## config.mk

```make
export PLATFORM = sky130hd
export DESIGN_NAME = alu_issue
export DESIGN_NICKNAME = d
export VERILOG_FILES = /design/src/rtl/alu_issue.sv
export SDC_FILE = /design/constraint.sdc
export NUM_CORES = 1
export LEC_CHECK = 0
export BUFFER_PORTS_ARGS = -buffer_cell sky130_fd_sc_hd__buf_2
export CAP_MARGIN = 10
export CORE_MARGIN = 2
export CORE_UTILIZATION = 50
export DETAILED_ROUTE_END_ITERATION = 7
export PLACE_DENSITY = 0.93
export SYNTH_ARGS = -nofsm -noshare
export SYNTH_HDL_FRONTEND = slang
export SYNTH_SLANG_ARGS = --single-unit
```

## constraint.sdc

```tcl
create_clock -name clk_i -period 2.8 [get_ports clk_i]
set_input_delay 0.14 -clock clk_i [delete_from_list [all_inputs] [get_ports clk_i]]
set_output_delay 0.14 -clock clk_i [all_outputs]
set_load 0.01 [all_outputs]
```

## src/rtl/alu_issue.sv

```systemverilog
// alu_issue: two-stage RV32 ALU issue (decode/issue register, ALU result register)
module alu_issue (
    input  logic        clk_i,
    input  logic        rst_i,
    input  logic        in_valid_i,
    output logic        in_ready_o,
    input  logic [31:0] instr_i,
    input  logic [31:0] rs1_data_i,
    input  logic [31:0] rs2_data_i,
    output logic [31:0] data1_o,
    output logic [31:0] data2_o,
    output logic [3:0]  ALUCtrl_o,
    input  logic [31:0] alu_data_i,
    input  logic        alu_flag_i,
    output logic        out_valid_o,
    input  logic        out_ready_i,
    output logic [31:0] result_o,
    output logic        flag_o,
    output logic [3:0]  op_o,
    input  logic        flush_i,
    output logic        illegal_o
);
    localparam logic [3:0] OP_ADDI = 4'b0000;
    localparam logic [3:0] OP_SUB  = 4'b0001;
    localparam logic [3:0] OP_AND  = 4'b0010;
    localparam logic [3:0] OP_OR   = 4'b0011;
    localparam logic [3:0] OP_MUL  = 4'b0100;
    localparam logic [3:0] OP_LW   = 4'b0101;
    localparam logic [3:0] OP_SW   = 4'b0110;
    localparam logic [3:0] OP_ADD  = 4'b1000;
    localparam logic [3:0] OP_NONE = 4'b1111;

    typedef enum logic [1:0] {IDLE, EXEC, MULW} state_t;

    state_t      state, state_nxt;
    logic [3:0]  s1_ctrl;
    logic [31:0] s1_d1, s1_d2;
    logic        s1_valid, eligible, xfer, hs, accept;
    logic        s2_valid, s2_flag;
    logic [31:0] s2_result;
    logic [3:0]  s2_op;
    logic        illegal_q;
    logic [3:0]  dec_ctrl;
    logic [31:0] dec_d2;
    logic        dec_legal;
    logic        unused_bits;

    wire [6:0]  opcode = instr_i[6:0];
    wire [2:0]  funct3 = instr_i[14:12];
    wire [6:0]  funct7 = instr_i[31:25];
    wire [31:0] imm_i  = {{20{instr_i[31]}}, instr_i[31:20]};
    wire [31:0] imm_s  = {{20{instr_i[31]}}, instr_i[31:25], instr_i[11:7]};

    assign unused_bits = ^instr_i[19:15];

    // Decode the incoming instruction into an ALU op, second operand and legality
    always_comb begin
        dec_ctrl  = OP_NONE;
        dec_d2    = 32'd0;
        dec_legal = 1'b0;
        if (opcode == 7'b0110011) begin
            dec_d2    = rs2_data_i;
            dec_legal = 1'b1;
            if (funct7 == 7'b0000000 && funct3 == 3'b000) dec_ctrl = OP_ADD;
            else if (funct7 == 7'b0100000 && funct3 == 3'b000) dec_ctrl = OP_SUB;
            else if (funct7 == 7'b0000000 && funct3 == 3'b111) dec_ctrl = OP_AND;
            else if (funct7 == 7'b0000000 && funct3 == 3'b110) dec_ctrl = OP_OR;
            else if (funct7 == 7'b0000001 && funct3 == 3'b000) dec_ctrl = OP_MUL;
            else dec_legal = 1'b0;
        end else if (opcode == 7'b0010011 && funct3 == 3'b000) begin
            dec_ctrl  = OP_ADDI;
            dec_d2    = imm_i;
            dec_legal = 1'b1;
        end else if (opcode == 7'b0000011 && funct3 == 3'b010) begin
            dec_ctrl  = OP_LW;
            dec_d2    = imm_i;
            dec_legal = 1'b1;
        end else if (opcode == 7'b0100011 && funct3 == 3'b010) begin
            dec_ctrl  = OP_SW;
            dec_d2    = imm_s;
            dec_legal = 1'b1;
        end
    end

    assign s1_valid    = state != IDLE;
    assign eligible    = (state == EXEC && s1_ctrl != OP_MUL) || state == MULW;
    assign xfer        = eligible && (!s2_valid || out_ready_i) && !flush_i;
    assign in_ready_o  = !rst_i && (!s1_valid || xfer);
    assign hs          = in_valid_i && in_ready_o && !flush_i;
    assign accept      = hs && dec_legal;

    assign ALUCtrl_o   = s1_valid ? s1_ctrl : OP_NONE;
    assign data1_o     = s1_valid ? s1_d1 : 32'd0;
    assign data2_o     = s1_valid ? s1_d2 : 32'd0;
    assign out_valid_o = s2_valid;
    assign result_o    = s2_result;
    assign flag_o      = s2_flag;
    assign op_o        = s2_op;
    assign illegal_o   = illegal_q;

    // Issue FSM: flush dominates, a new accept refills, transfer drains, mul waits one extra cycle
    always_comb begin
        state_nxt = state;
        if (flush_i) state_nxt = IDLE;
        else if (accept) state_nxt = EXEC;
        else if (xfer) state_nxt = IDLE;
        else if (state == EXEC && s1_ctrl == OP_MUL) state_nxt = MULW;
    end

    // Issue register: state plus captured op and operands
    always_ff @(posedge clk_i) begin
        if (rst_i) begin
            state   <= IDLE;
            s1_ctrl <= OP_NONE;
            s1_d1   <= 32'd0;
            s1_d2   <= 32'd0;
        end else begin
            state <= state_nxt;
            if (accept) begin
                s1_ctrl <= dec_ctrl;
                s1_d1   <= rs1_data_i;
                s1_d2   <= dec_d2;
            end
        end
    end

    // Result register: loads on transfer, empties when the consumer takes it
    always_ff @(posedge clk_i) begin
        if (rst_i) begin
            s2_valid  <= 1'b0;
            s2_result <= 32'd0;
            s2_flag   <= 1'b0;
            s2_op     <= 4'd0;
        end else if (xfer) begin
            s2_valid  <= 1'b1;
            s2_result <= alu_data_i;
            s2_flag   <= alu_flag_i;
            s2_op     <= s1_ctrl;
        end else if (out_ready_i) begin
            s2_valid  <= 1'b0;
        end
    end

    // One-cycle pulse for a handshaked instruction that does not decode
    always_ff @(posedge clk_i) begin
        if (rst_i) illegal_q <= 1'b0;
        else illegal_q <= hs && !dec_legal;
    end
endmodule

```

==> Word-level counts from Yosys, hierarchy flattened <==
Index checks and enable logic that the tools add are counted.
{ "totals": {"wordCells": 85, "input_bits": 134, "ff_bits": 109} }
{ "op_classes": {"reduce_logical": 32, "n_mux": 30, "eq_ne": 13} }
{ "ops": {"columns": ["cell", "n"], "rows": [
  ["$mux W32", 6],
  ["$mux W4", 10],
  ["$eq A7 B6 Y1 const B", 3],
  ["$logic_and A1 B1 Y1", 17],
  ["$mux W1", 14],
  ["$eq A7 B1 Y1 const B", 1],
  ["$eq A7 B2 Y1 const B", 1],
  ["$eq A7 B5 Y1 const B", 1],
  ["$logic_not A7 Y1", 1],
  ["$eq A3 B3 Y1 const B", 2],
  ["$logic_not A1 Y1", 5],
  ["$eq A4 B3 Y1 const B", 1],
  ["$ne A4 B3 Y1 const B", 1],
  ["$reduce_bool A2 Y1", 2],
  ["$reduce_or A4 Y1", 1],
  ["$eq A3 B2 Y1 const B", 1],
  ["$logic_not A3 Y1", 1],
  ["$logic_or A1 B1 Y1", 3],
  ["$reduce_bool A3 Y1", 1],
  ["$eq A2 B1 Y1 const B", 1],
  ["$eq A2 B2 Y1 const B", 1],
  ["$reduce_or A2 Y1", 1]
]} }

==> Depth between registers and ports, before layout <==
Gate-level depths: netlist of run 1.
{ "logic_depth": {"ltp_word": 11, "depth_mapped": 9, "mapped_depth_nobuf": 5} }

==> Worst setup path after synthesis of run 1 <==
OpenSTA, ideal clock, no wires.
{ "synth_path": {"path_type": "reg-to-reg", "startpoint": "register state[0]", "endpoint": "register s1_d2[10]", "stages_incl_launch_ff": 8, "path_buffers": 2, "arrival_ps": 1869, "required_time_ps": 2731, "synth_period_minus_slack_ps": 1938, "setup_ps": 69, "slack_ps": 862, "path_cell_list": "dfxtp_1 -> or2_1 -> buf_6 -> a2111oi_4 -> nand4_2 -> buf_2 -> or4_1 -> o21ai_1"} }
{ "synth_between": {"elab_chain_cells": 10} }
{ "synth_lines": {"columns": ["item", "line", "source"], "rows": [
  ["from (decl)", "35", "state_t state, state_nxt;"],
  ["from (signal assigned)", "118", "state <= state_nxt;"],
  ["$eq A2 B1 Y1", "86", "assign eligible = (state == EXEC && s1_ctrl != OP_MUL) || state == MULW;"],
  ["$logic_and A1 B1 Y1", "86", null],
  ["$logic_or A1 B1 Y1", "86", null],
  ["$logic_and A1 B1 Y1 (2 in series)", "87", "assign xfer = eligible && (!s2_valid || out_ready_i) && !flush_i;"],
  ["$logic_or A1 B1 Y1 *", "88", "assign in_ready_o = !rst_i && (!s1_valid || xfer);"],
  ["$logic_and A1 B1 Y1 *", "88", null],
  ["$logic_and A1 B1 Y1 * (2 in series)", "89", "assign hs = in_valid_i && in_ready_o && !flush_i;"],
  ["$logic_and A1 B1 Y1 *", "90", "assign accept = hs && dec_legal;"],
  ["to (signal assigned)", "116", "s1_d2 <= 32'd0;"],
  ["to (signal assigned)", "122", "s1_d2 <= dec_d2;"],
  ["to (decl)", "37", "logic [31:0] s1_d1, s1_d2;"]
]} }
Mark *: on every way between the ends. The rest lies on a longest branch, timed or not.
A chain may end at the register's enable or synchronous reset.

==> Final worst setup path of run 1 <==
{ "layout_path": {"startpoint": "register s1_ctrl[2]", "endpoint": "output port in_ready_o"} }
{ "layout_between": {"elab_chain_cells": 7} }
{ "layout_lines": {"columns": ["item", "line", "source"], "rows": [
  ["from (decl)", "36", "logic [3:0] s1_ctrl;"],
  ["from (signal assigned)", "120", "s1_ctrl <= dec_ctrl;"],
  ["$ne A4 B3 Y1", "86", null],
  ["$logic_and A1 B1 Y1", "86", null],
  ["$logic_or A1 B1 Y1", "86", null],
  ["$logic_and A1 B1 Y1 (2 in series)", "87", null],
  ["$logic_or A1 B1 Y1", "88", null],
  ["$logic_and A1 B1 Y1", "88", null],
  ["to (decl)", "6", "output logic in_ready_o,"]
]} }
No other way between the ends.

==> results of run 1 <==
-- through the flow --
stage	cell area (µm²)	setup slack [ns]	hold WS, ns
CTS	6610	0.422	0.000240
detailed placement	6280	0.645	0.388
floorplan	5090	0.862	0.276
finish	6700	0.450	0.00866
global placement	6280	0.678	0.382
global route	6700	0.195	0.0000253
-- report_power, final --
part / switching, mW / internal, mW / total, mW
clock network: 0.572 / 0.339 / 0.911
logic: 0.113 / 0.113 / 0.226
registers: 0.000559 / 1.55 / 1.55
-- final cells by class --
class,count,share of cell area (%)
clock buffers,9,1.85
clock inverters,6,0.840
inverters,2,0.112
multi-input cells,463,39.1
flip-flops and latches,109,32.5
well taps,133,2.48
repair buffers,275,23.1
-- cell families after synthesis --
kind of cell	synth area share, %
simple gates	26.5
compound gates	24.8
flops	42.9
buf+inv	5.61
xor+xnor	0.172
-- how the worst max path moves through the flow --
stage / slack (ns) / end / cells past startpoint
after floorplan: 0.86 / s1_d2[10]$_SDFFE_PP0P_ / 7
after global placement: 0.68 / s1_ctrl[1]$_SDFFE_PP1P_ / 6
after detailed placement: 0.64 / s1_d2[29]$_SDFFE_PP0P_ / 6
after CTS: 0.42 / in_ready_o / 6
after global routing: 0.19 / in_ready_o / 6
final: 0.45 / in_ready_o / 6
-- metal layers --
metal  share of wire, %  up-vias  GRT usage, %
li1                   -     2696             -
met1                 42     2552          34.2
met2                 48      282          46.2
met3                7.4       37          5.93
met4                2.4        0          8.38
met5                  0        -             0
-- worst min-delay path, delay by kind of cell --
kind / cells / cell delay (ns)
AOI/OAI and AO/OA: 1 / 0.05
buffers and inverters: 1 / 0.09
and+or+nand+nor: 1 / 0.05
-- flip-flops by register name, summed over array words and instances (netlist names) --
name / flops
s1_d1: 32
s1_ctrl: 4
result_o: 32
op_o: 4
out_valid_o: 1
state: 2
illegal_o: 1
flag_o: 1
s1_d2: 32
-- synthesized netlist by cell type, types with 2 or more instances --
| library cell | number | area [µm²] |
|---|---|---|
| sky130_fd_sc_hd__a31oi_1 | 2 | 12.5 |
| sky130_fd_sc_hd__inv_1 | 2 | 7.51 |
| sky130_fd_sc_hd__buf_2 | 18 | 90.1 |
| sky130_fd_sc_hd__o21ai_0 | 43 | 215 |
| sky130_fd_sc_hd__nor3b_1 | 2 | 15.0 |
| sky130_fd_sc_hd__nand3_1 | 43 | 215 |
| sky130_fd_sc_hd__nand2_1 | 105 | 394 |
| sky130_fd_sc_hd__o211ai_1 | 2 | 15.0 |
| sky130_fd_sc_hd__nor2b_1 | 3 | 18.8 |
| sky130_fd_sc_hd__buf_1 | 8 | 30.0 |
| sky130_fd_sc_hd__o22ai_1 | 2 | 12.5 |
| sky130_fd_sc_hd__nand2b_1 | 11 | 68.8 |
| sky130_fd_sc_hd__or4_1 | 7 | 52.6 |
| sky130_fd_sc_hd__o21ai_1 | 5 | 25.0 |
| sky130_fd_sc_hd__clkbuf_1 | 39 | 146 |
| sky130_fd_sc_hd__a32oi_1 | 6 | 52.6 |
| sky130_fd_sc_hd__nor4b_1 | 2 | 17.5 |
| sky130_fd_sc_hd__nor2_1 | 8 | 30.0 |
| sky130_fd_sc_hd__and2_1 | 66 | 413 |
| sky130_fd_sc_hd__a21oi_1 | 83 | 415 |
| sky130_fd_sc_hd__a2111oi_0 | 22 | 193 |
| sky130_fd_sc_hd__dfxtp_1 | 109 | 2180 |
| sky130_fd_sc_hd__a31o_2 | 18 | 158 |
| sky130_fd_sc_hd__nor3_1 | 3 | 15.0 |
| sky130_fd_sc_hd__a31o_1 | 3 | 26.3 |
| sky130_fd_sc_hd__a22oi_1 | 6 | 45.0 |
==> metrics list, run 1 <==
* DPL Wire Length: a little over 10 mm
- Portion of the post-synthesis area used by sequential elements: approximately 43%
- The detailed router placed approximately 5600 vias in this run.
- Setup fix buffers added after clock tree synthesis: 0
- Status: finished, final reports clean
- Max-cap violations in this run came to 0.
- The clock passes through at most 2 buffers.
- CTS placed an instance of sky130_fd_sc_hd__clkbuf_8 at the clock tree root.
- The number of global-route vias before repair was approximately 5000.
* Highest-count cells in the layout ignoring fill and taps: sky130_fd_sc_hd__buf_2, sky130_fd_sc_hd__dfxtp_1, sky130_fd_sc_hd__nand2_1
* Worst min path class: in -> reg
* Global-route wire length before repair: ~25 mm
- In this run the number of H-tree levels came out at 3.
- Total inserted antenna cells: 0
- Cell area after synthesis: 5090 µm²
- In this run, CTS created clock tree buffers numbering 9.
- Vias per cell: 5.58
- Static leakage power: approximately 2.9 nW
- In this run the register-to-register setup slack is 0.59 ns.
* Hold Startpoint: alu_data_i[4]
- Count of placed standard cells in the final layout, fillers left out: roughly 1000
- Most common cell after layout, fill and taps aside: sky130_fd_sc_hd__buf_2
- Yosys mapped the design onto 48 distinct sky130hd cell types.
* Category of the critical setup timing path: reg -> out
- The clock drives 109 sinks.
- Max incr delay on CP: between 0.5 and 0.6 ns
- Cells on Worst Hold Path: 3
* Proportion of layout cells with a drive suffix above 1: about a third
- The floorplan step set the die width to roughly 100 µm.
* Detailed-route wire length per cell: around 16 µm
- # hold bufs at CTS: 15
- The worst register-to-register path ends at s1_ctrl[3]$_SDFFE_PP1P_.
* Worst-case headroom to the max-slew limit: between 40% and 50%
- The slowest stage of the critical path belongs to the cell sky130_fd_sc_hd__o21ai_0.
- The cell count after synthesis came out at 640.
- Weighted congestion at the end of routability-driven global placement: about 0.85
- Final critical-path required period: around 2.3 ns
- Startpoint type of the worst setup path: flip-flop
- After detailed routing, the total wire length is roughly 16 mm.
- Final setup violating endpoints: 0
- At the later pin of the worst-skew pair, clock insertion delay measures 0.36 ns.
- Number of instances in the placed design: 958
- Final Net Count: 994
- Clock-pin slew reported for the worst setup and hold paths after clock tree synthesis: 0.11 ns
* Hold Vio Cnt, Final: 0
* Combined flip-flop and latch cell area: about 2200 µm²
- The initial antenna violation count is 0.
* PD cells: about 400 nW/µm²
- The initial utilization of the core area, before any placement, comes to 51.8%.
- Starting DRT DRC Count: 554
* Die height: about 100 µm
- The path with the worst hold slack has its endpoint at result_o[4]$_SDFFE_PP0P_.
* Post-Synthesis Mean Instance Area: between 7 and 8 µm²
- When the netlist entered floorplanning its net count stood at 774.
- In the synthesized netlist the async set-or-reset flop fraction comes to 0%.
- Number of synthesized flops with an enable pin: 0
* Timing startpoint of the critical path: s1_ctrl[2]$_SDFFE_PP1P_
- Yosys printed 0 warnings.
- The startpoint identified for the worst register-to-register timing path is s1_ctrl[2]$_SDFFE_PP1P_.
- After layout, the worst path uses 83.9% of the clock period.
- In this run, post-CTS repair resized a total of 0 instances.
- The area growth from synthesis to layout is 31.7%.
- Number of input and output port buffers inserted: 236
* Setup repair after global routing missed its margin: false
* Post-synthesis sequential element count: 109
* I/O pins: around 240
* TritonCTS clock tree: built
- Walking the worst path, the cells encountered are nor4b_1 > o21ai_0 > nand3_1 > buf_4 > a21oi_1 > buf_2.
- Number of optimization iterations in the first detailed-route pass: 5
- Kind of cell with the highest combined delay on the critical path: compound AO/OA/AOI/OAI gates
- Count of standard-cell rows: 36
* GRT Total Usage: 27.1%
- Detailed-route DRC error count: 0
- The floorplan step defined a die boundary enclosing ~11000 µm².
* Upper clock frequency limit: approximately 430 MHz
* Primary FF master, synth: sky130_fd_sc_hd__dfxtp_1
* Critical Path Fanout Max: 15
* Critical path capture point type: output port
- IR analysis of the VDD net gives a maximum drop of 0.337 mV.
- Critical path data arrival time: ~2.2 ns
- Total overflow reported by the global router: 0
- At the pin with the least slew margin, the transition time is between 0.8 and 0.9 ns.
- Pin count of the biggest net entering global routing: 72
- In the final timing run, aggregate negative setup slack is 0 ns.
* DRT antenna net count: 0
- Required time of the critical path: 2.66 ns
- Fill count: around 850
* Worst setup skew after layout: roughly 0.015 ns
* Total power: between 2 and 3 mW
* Post-route core utilization: between 60% and 70%
* Count of pins over their slew limit: 0
- Worst path buffer plus inverter count: 2
- Core box area: a little under 10000 µm²
* Multi-input logic area: ~2600 µm²
- Counting cells, the worst reg-to-reg path comes to 5.
Note: power is estimated with default switching activity, not from simulation.
==> run 2, diff against run 1 <==
- CORE_UTILIZATION: 50 -> 42
- PLACE_DENSITY: 0.93 -> 0.84
- clock period: 2.8 -> 2.1 ns (I/O delays scaled with it)
==> run 2 against run 1 <==
Via count rose by 0.90%. Clock-buffer cell count rose by 2. Clock power rose by 75%. Critical path type is now reg -> reg. Largest cell class unchanged. Largest power group unchanged. Highest routed layer unchanged.
==> metrics list, run 2 (same netlist as run 1, synthesis figures left out) <==
* Number of buffers inserted during clock tree synthesis: 9 (unchanged)
* Post-layout instance area: 7190 µm² (+7.3%)
- Antenna violations before repair: 4 (+4)
- Starting DRT DRC Count: 508 (-8.3%)
- PD cells: 554 nW/µm² (+38%)
* Category of the critical setup timing path: reg -> reg
- Reg2Reg Setup Slack: 0.08 ns (-0.51 ns)
- Hold Vio Cnt, Final: 0 (unchanged)
* Launch instance of the worst register-to-register path: state[0]$_SDFFE_PP0P_
- The root buffer cell chosen for the clock tree is sky130_fd_sc_hd__clkbuf_16.
- The number of levels the H-tree was split into came to 3 (unchanged).
- Startpoint type of the worst setup path: flip-flop
- The path class of the tightest hold or removal check is in -> reg.
* Worst setup skew after layout: 0.00590 ns (-0.00892 ns)
- The actual slew at the worst max-slew pin is 0.914 ns (+0.0707 ns).
- The fill cell total of the finished layout came to 1065 (+26%).
- The placed wire-length estimate after detailed placement came to 10.4 mm (+2.0%).
- Worst path cell trace: or2_4 > a2111oi_4 > and4_1 > nand2_2 > buf_12 > a31o_2
- Worst-case headroom to the max-slew limit: 39.1% (-4.6 points)
- The number of routed nets with antenna violations came to 0 (unchanged).
- Final critical-path share of the clock period: a little over nine tenths
- The max-slew violation count was 0 (unchanged).
- Multi-input logic area: 2680 µm² (+2.2%)
- The slowest stage of the critical path belongs to the cell sky130_fd_sc_hd__a2111oi_4.
- The worst hold margin was 0.0134 ns (+0.00478 ns).
- Highest-count cells in the layout ignoring fill and taps: sky130_fd_sc_hd__buf_2, sky130_fd_sc_hd__dfxtp_1, sky130_fd_sc_hd__nand2_1
- The site row count was 40 (+11%).
- Total overflow reported by the global router: 0 (unchanged)
- The number of clock sinks came to 109 (unchanged).
- The library cell used most frequently in the layout, excluding fill and tap cells, is sky130_fd_sc_hd__buf_2.
* Post-placement setup slack: -0.0180 ns (-0.663 ns)
- The worst setup path is captured at a flip-flop.
* Number of instances in the placed design: 982 (+2.5%)
- Area enclosed by the die boundary: 13000 µm² (+18%)
- The buffer levels on the longest clock path came to 2 (unchanged).
- The vertical die dimension came to 114 µm (+8.8%).
- Post-DP Area: 6410 µm² (+2.1%)
- The worst setup slack after layout came to 0.0760 ns (-0.374 ns).
* Detailed-route wire length per cell: 16.0 µm (+1.3%)
- Number of optimization iterations in the first detailed-route pass: 6 (+1)
* Weighted congestion at the end of routability-driven global placement: 0.781 (-7.7%)
- Cells on Worst Hold Path: 3 (unchanged)
- The maximum fanout encountered on the critical timing path is 21 (+6).
- Vias per cell: 5.41 (-3.1%)
- Core box area: 11900 µm² (+21%)
* Cell count along the critical path: 6 (unchanged)
* Number of input and output port buffers inserted: 236 (unchanged)
- Final setup violating endpoints: 0 (unchanged)
- The number of nets in the layout is 1018 (+2.4%).
- Number of global-route vias before repair: 5090 (-0.68%)
* Upper clock frequency limit: ~500 MHz
- The critical path required time is 2.34 ns (-0.32 ns).
- Count of placed standard cells in the final layout, fillers left out: 1038 (+4.1%)
* Total number of vias: 5617 (+0.90%)
* I/O pins: 242 (unchanged)
- The fraction of final layout cells with drive strength greater than 1 is 35.6% (+1.8 points).
- Final critical-path required period: around 2.0 ns
- Critical path data arrival time: 2.26 ns (+0.05 ns)
- The clock network latency to the later pin of the worst-skew pair was 0.34 ns (-0.02 ns).
- The wire length of the first global-routing pass came to 24.9 mm (+0.98%).
- Horizontal die dimension: 114 µm (+8.8%)
- The count of max-cap constraint violations came to 0 (unchanged).
- TritonCTS built the clock tree.
- The worst-case vdd ir drop was 0.435 mV (+29%).
- Area growth from synthesis to layout: 41.3%
- Pin count of the biggest net entering global routing: 88 (+22%)
- Max incr delay on CP: 0.39 ns (-0.12 ns)
* Reg-to-reg critical path endpoint: s1_d2[14]$_SDFFE_PP0P_
* Status: finished, final reports clean
* Wire length after detailed routing: 16.6 mm (+5.5%)
- Static leakage power: 3.08 nW (+7.6%)
* Worst Reg2Reg Path Length in Cells: 6 (+1)
- The register cell area after layout is 2180 µm² (+0.12%).
- Total power: 3.98 mW (+48%)
- GRT Total Usage: 23.5% (-3.6 points)
* Timing startpoint of the critical path: state[0]$_SDFFE_PP0P_
- The clock transition at the registers of the reported paths was 0.07 ns (-0.04 ns).
* Setup repair after global routing missed its margin: true
* Hold Startpoint: rs1_data_i[11]
- Kind of cell with the highest combined delay on the critical path: simple AND/OR/NAND/NOR gates
- Detailed-route DRC error count: 0 (unchanged)
- The path with the worst hold slack has its endpoint at s1_d1[11]$_SDFFE_PP0P_.
- The initial standard-cell utilization of the core is 42.7% (-9.1 points).
- Worst path buffer plus inverter count: 1 (-1)
[run 2: cell types whose count changed in the layout (fill, tap and decap cells not counted), moves of 3 or more]
cell / change
sky130_fd_sc_hd__buf_12: +4
sky130_fd_sc_hd__o21ai_0: -7
sky130_fd_sc_hd__or4_4: +3
sky130_fd_sc_hd__diode_2: +3
sky130_fd_sc_hd__clkbuf_8: -8
sky130_fd_sc_hd__buf_4: +6
sky130_fd_sc_hd__or4_1: -3
sky130_fd_sc_hd__clkbuf_16: +12
sky130_fd_sc_hd__dlygate4sd3_1: +10
sky130_fd_sc_hd__o21ai_1: +4
sky130_fd_sc_hd__clkinv_2: +3
sky130_fd_sc_hd__o21ai_2: +3
[run 2: tightest hold or removal path: stages]
cell	delay, ns
sky130_fd_sc_hd__buf_2	0.10
sky130_fd_sc_hd__nand3_1	0.06
sky130_fd_sc_hd__a21oi_1	0.05
[run 2: how the worst max path moves through the flow]
| stage | endpoint | slack, ns |
|---|---|---|
| 3_5_place_dp | s1_d1[14]$_SDFFE_PP0P_ | -0.02 |
| 6_report | s1_d2[14]$_SDFFE_PP0P_ | 0.08 |
| 4_1_cts | in_ready_o | 0.002 |
| 5_1_grt | in_ready_o | -0.04 |
| 3_3_place_gp | s1_d1[9]$_SDFFE_PP0P_ | -0.006 |
| 2_1_floorplan | s1_d2[10]$_SDFFE_PP0P_ | 0.16 |
[run 2: power by group]
part,total [mW],switching [mW],internal [mW]
clock network,1.59,0.756,0.831
registers,2.07,0.000817,2.07
logic,0.329,0.158,0.172
[run 2: final cells by class]
class / instances / area share [%]
Multi-Input combinational cell: 463 / 37.3
Sequential cell: 109 / 30.4
Timing Repair Buffer: 299 / 25.9
Clock buffer: 11 / 3.38
Tap cell: 147 / 2.56
Clock inverter: 4 / 0.331
Inverter: 2 / 0.104
Antenna cell: 3 / 0.104
[run 2: metrics by stage]
stage / setup TNS [ns] / utilization, %
after detailed placement: -0.0595 / 53.8
after CTS: 0 / 59.1
final: 0 / 60.4
after floorplan: 0 / -
after global routing: -0.0372 / 60.3
after global placement: -0.0227 / 53.8
[run 2: metal layers]
| metal | track usage, % | up-vias | wire length, µm |
|---|---|---|---|
| met4 | 8.13 | 0 | 365 |
| met2 | 40.9 | 243 | 7900 |
| met3 | 6.67 | 33 | 1350 |
| met5 | 0 | - | 0 |
| met1 | 27.9 | 2592 | 6940 |
| li1 | - | 2749 | - |
[run 2: timing repair]
| item | CTS | global route |
|---|---|---|
| hold endpoints to repair | 34 | 0 |
| hold buffers | 34 | 0 |
| endpoints found under the setup margin | 2 | 15 |
| pin swaps | 0 | 0 |
| resized for setup | 4 | 24 |
| cloned | 0 | 3 |
| setup buffers | 0 | 1 |
==> run 3, diff against run 2 <==
- CTS_CLUSTER_SIZE: unset -> 40
- PLACE_DENSITY: 0.84 -> 0.76
==> run 3 against run 2 <==
Clock power is 38% higher. Register-to-register slack worse by 0.05 ns. Clock skew is 0.0029 ns higher. Sequential share of layout area is 0.81 points lower. Worst hold slack worse by 0.0063 ns. Die area stayed put. Utilization is 1.6 points higher. Critical path depth stayed put. Fmax is 2.6% lower. First-iteration DRC count is 9.1% lower. Critical endpoint is now s1_d2[8]$_SDFFE_PP0P_.
==> metrics list, run 3 (same netlist as run 1, synthesis figures left out) <==
- The number of primary I/O pins is 242 (unchanged).
- The actual slew at the worst max-slew pin is 0.896 ns (-0.0178 ns).
- The placeable core region was 11900 µm² (unchanged).
* Timing startpoint of the critical path: state[0]$_SDFFE_PP0P_
* Number of input and output port buffers inserted: 236 (unchanged)
- The final count of hold timing violations was 0 (unchanged).
- PD cells: 622 nW/µm² (+12%)
- The endpoint identified for the worst register-to-register timing path is s1_d2[8]$_SDFFE_PP0P_.
- Fill count: 1071 (+0.56%)
- Count of standard-cell rows: 40 (unchanged)
- Compared with the post-synthesis result, the final layout area differs by 45.1%.
- GRT Total Usage: 23.5% (about the same)
- The initial antenna violation count was 2 (-2).
- Vias per cell: 5.33 (-1.5%)
* Highest metal layer with signal wires: met5
- The worst-case vdd ir drop is 0.456 mV (+4.9%).
- The number of buffers created by CTS was 9 (unchanged).
* Worst-case headroom to the max-slew limit: 40.3% (+1.2 points)
- Wire length after detailed routing: 16.5 mm (-0.52%)
- The most critical setup path has its endpoint at s1_d2[8]$_SDFFE_PP0P_.
- The global placement routability congestion is 0.802 (+2.6%).
- TritonCTS built the clock tree.
* CTS H-Tree Depth: 3 (unchanged)
- M1 wire length: 6.87 mm (-0.99%)
* Horizontal die dimension: 114 µm (unchanged)
- The detailed route wirelength on metal2 came to 8.06 mm (+2.0%).
* Worst min path class: in -> reg
* Status: finished, final reports clean
* Total number of vias: 5543 (-1.3%)
- Count of placed standard cells in the final layout, fillers left out: 1040 (+0.19%)
* Clock latency on the worst-skew pair: 0.35 ns (about the same)
- Reg2Reg Setup Slack: 0.02 ns (-0.05 ns)
- The clock skew after layout is 0.00879 ns (+0.00290 ns).
* Static leakage power: 3.16 nW (+2.5%)
* Critical path capture point type: flip-flop
- Number of instances in the placed design: 984 (+0.20%)
- Post-layout instance area: 7380 µm² (+2.7%)
* Final critical-path share of the clock period: 99.0% (+2.6 points)
- Startpoint type of the worst setup path: flip-flop
- The library cell used most frequently in the layout, excluding fill and tap cells, is sky130_fd_sc_hd__buf_2.
* Pin count of the biggest net entering global routing: 88 (unchanged)
- The upper clock frequency limit came to 481 MHz (-2.6%).
- The fraction of power spent switching nets came to 20.5% (-2.4 points).
- The register cell area after layout came to 2180 µm² (about the same).
- In this run the critical register-to-register path is launched from state[0]$_SDFFE_PP0P_.
* Number of optimization iterations in the first detailed-route pass: 5 (-1)
- Number of sinks on the clock net: 109 (unchanged)
- Part of the total power dissipated in combinational logic: 7.0% (-1.3 points)
- The number of global-route vias before repair was 5103 (+0.26%).
- The vertical die dimension came to 114 µm (unchanged).
* Detailed-route wire length per cell: 15.8 µm (-0.71%)
- WL met3: 1.10 mm (-18%)
- Total overflow reported by the global router: 0 (unchanged)
* Post-DP Area: 6480 µm² (+1.0%)
- The final design utilization is 62.0% (+1.6 points).
- The buffer levels on the longest clock path came to 2 (unchanged).
- Setup repair after global routing could not meet its margin everywhere.
* Final critical-path required period: 2.08 ns (+0.0542 ns)
- Clock network fraction of design power: 48.0% (+8.2 points)
- The net switching power came to 942 µW (+3.1%).
* Hold Worst Slack: 0.00711 ns (-0.00633 ns)
* Final setup violating endpoints: 0 (unchanged)
* CTS Root Cell: sky130_fd_sc_hd__clkbuf_16
- Global-route wire length before repair: 24.8 mm (-0.19%)
- Worst Reg2Reg Path Length in Cells: 6 (unchanged)
- The count of max-cap constraint violations came to 0 (unchanged).
- Category of the critical setup timing path: reg -> reg
* Final Net Count: 1021 (+0.29%)
- Highest-count cells in the layout ignoring fill and taps: sky130_fd_sc_hd__buf_2, sky130_fd_sc_hd__dfxtp_1, sky130_fd_sc_hd__nand2_1
- Proportion of layout cells with a drive suffix above 1: 35.4% (-0.16 points)
- Critical path data arrival time: 2.36 ns (+0.10 ns)
- DPL Wire Length: 10.6 mm (+1.8%)
- Area enclosed by the die boundary: 13000 µm² (unchanged)
* Cell-internal power: 3.65 mW (+19%)
* Multi-input logic area: 2660 µm² (-0.56%)
- The clock transition at the registers of the reported paths came to 0.08 ns (about the same).
* Fraction of power consumed by sequential logic: 45.0% (-6.9 points)
- The total negative slack for setup checks was 0 ns (unchanged).
* Detailed-route DRC error count: 0 (unchanged)
* Starting Density: 42.7% (unchanged)
* Required time of the critical path: 2.39 ns (+0.05 ns)
- Count of pins over their slew limit: 0 (unchanged)
* Starting DRT DRC Count: 462 (-9.1%)
- Critical Path Fanout Max: 6 (-71%)
- DRT antenna net count: 0 (unchanged)
-- run 3: cell count changes in the layout (fill, tap and decap cells not counted), moves of 4 or more --
cell                        previous run  this run
sky130_fd_sc_hd__o21ai_1               9        21
sky130_fd_sc_hd__a2111oi_1             1         5
sky130_fd_sc_hd__o21ai_0              36        26
sky130_fd_sc_hd__a2111oi_0            21        17
sky130_fd_sc_hd__buf_4                20        16
sky130_fd_sc_hd__bufinv_16             0         5
sky130_fd_sc_hd__buf_6                 0         4
-- run 3: metrics by stage --
stage / power [mW] / setup slack (ns)
2_1_floorplan: 2.22 / 0.162
3_3_place_gp: 2.38 / 0.103
3_5_place_dp: 2.38 / 0.00806
4_1_cts: 4.63 / 0.00331
5_1_grt: 4.74 / -0.119
6_report: 4.59 / 0.0218
-- run 3: metal layers --
layer	vias up	track usage, %
met4	2	8.78
met1	2530	28.9
met5	-	0
li1	2763	-
met2	209	40.0
met3	39	5.82
-- run 3: cell type report --
class | count | area share [%]
Antenna cell | 1 | 0.0339
Timing Repair Buffer | 302 | 26.4
Clock buffer | 9 | 3.05
Multi-Input combinational cell | 463 | 36.1
Tap cell | 147 | 2.49
Inverter | 2 | 0.102
Clock inverter | 7 | 2.30
Sequential cell | 109 | 29.6
-- run 3: timing repair --
| item | in CTS | in global routing |
|---|---|---|
| endpoints found under the setup margin | 5 | 76 |
| resized for setup | 2 | 34 |
| pin swaps | 0 | 3 |
| hold buffers | 34 | 0 |
| hold endpoints to repair | 34 | 0 |
| gates cloned | 0 | 4 |
| setup buffers | 0 | 1 |
-- run 3: worst min-delay path by stage --
stage | from | to | cells past startpoint
4_1_cts | rs1_data_i[7] | s1_d1[7]$_SDFFE_PP0P_ | 3
3_5_place_dp | alu_data_i[6] | result_o[6]$_SDFFE_PP0P_ | 3
2_1_floorplan | alu_flag_i | flag_o$_SDFFE_PP0P_ | 2
5_1_grt | alu_data_i[15] | result_o[15]$_SDFFE_PP0P_ | 3
6_report | rs1_data_i[27] | s1_d1[27]$_SDFFE_PP0P_ | 3
3_3_place_gp | alu_data_i[14] | result_o[14]$_SDFFE_PP0P_ | 3
-- run 3: power by group through the flow --
| stage | logic [mW] | registers (mW) | clock network [mW] |
|---|---|---|---|
| after floorplan | 0.106 | 2.12 | 0 |
| after global placement | 0.266 | 2.12 | 0 |
| after detailed placement | 0.267 | 2.12 | 0 |
| after CTS | 0.316 | 2.07 | 2.25 |
| after global routing | 0.353 | 2.07 | 2.32 |
| final | 0.323 | 2.07 | 2.20 |
-- run 3: worst max-delay path, stage by stage (launching register included) --
cell,delay (ns)
sky130_fd_sc_hd__dfxtp_2,0.33
sky130_fd_sc_hd__or2_4,0.26
sky130_fd_sc_hd__a2111oi_4,0.36
sky130_fd_sc_hd__nand4_4,0.28
sky130_fd_sc_hd__clkbuf_16,0.24
sky130_fd_sc_hd__or4_1,0.46
sky130_fd_sc_hd__o21ai_1,0.08
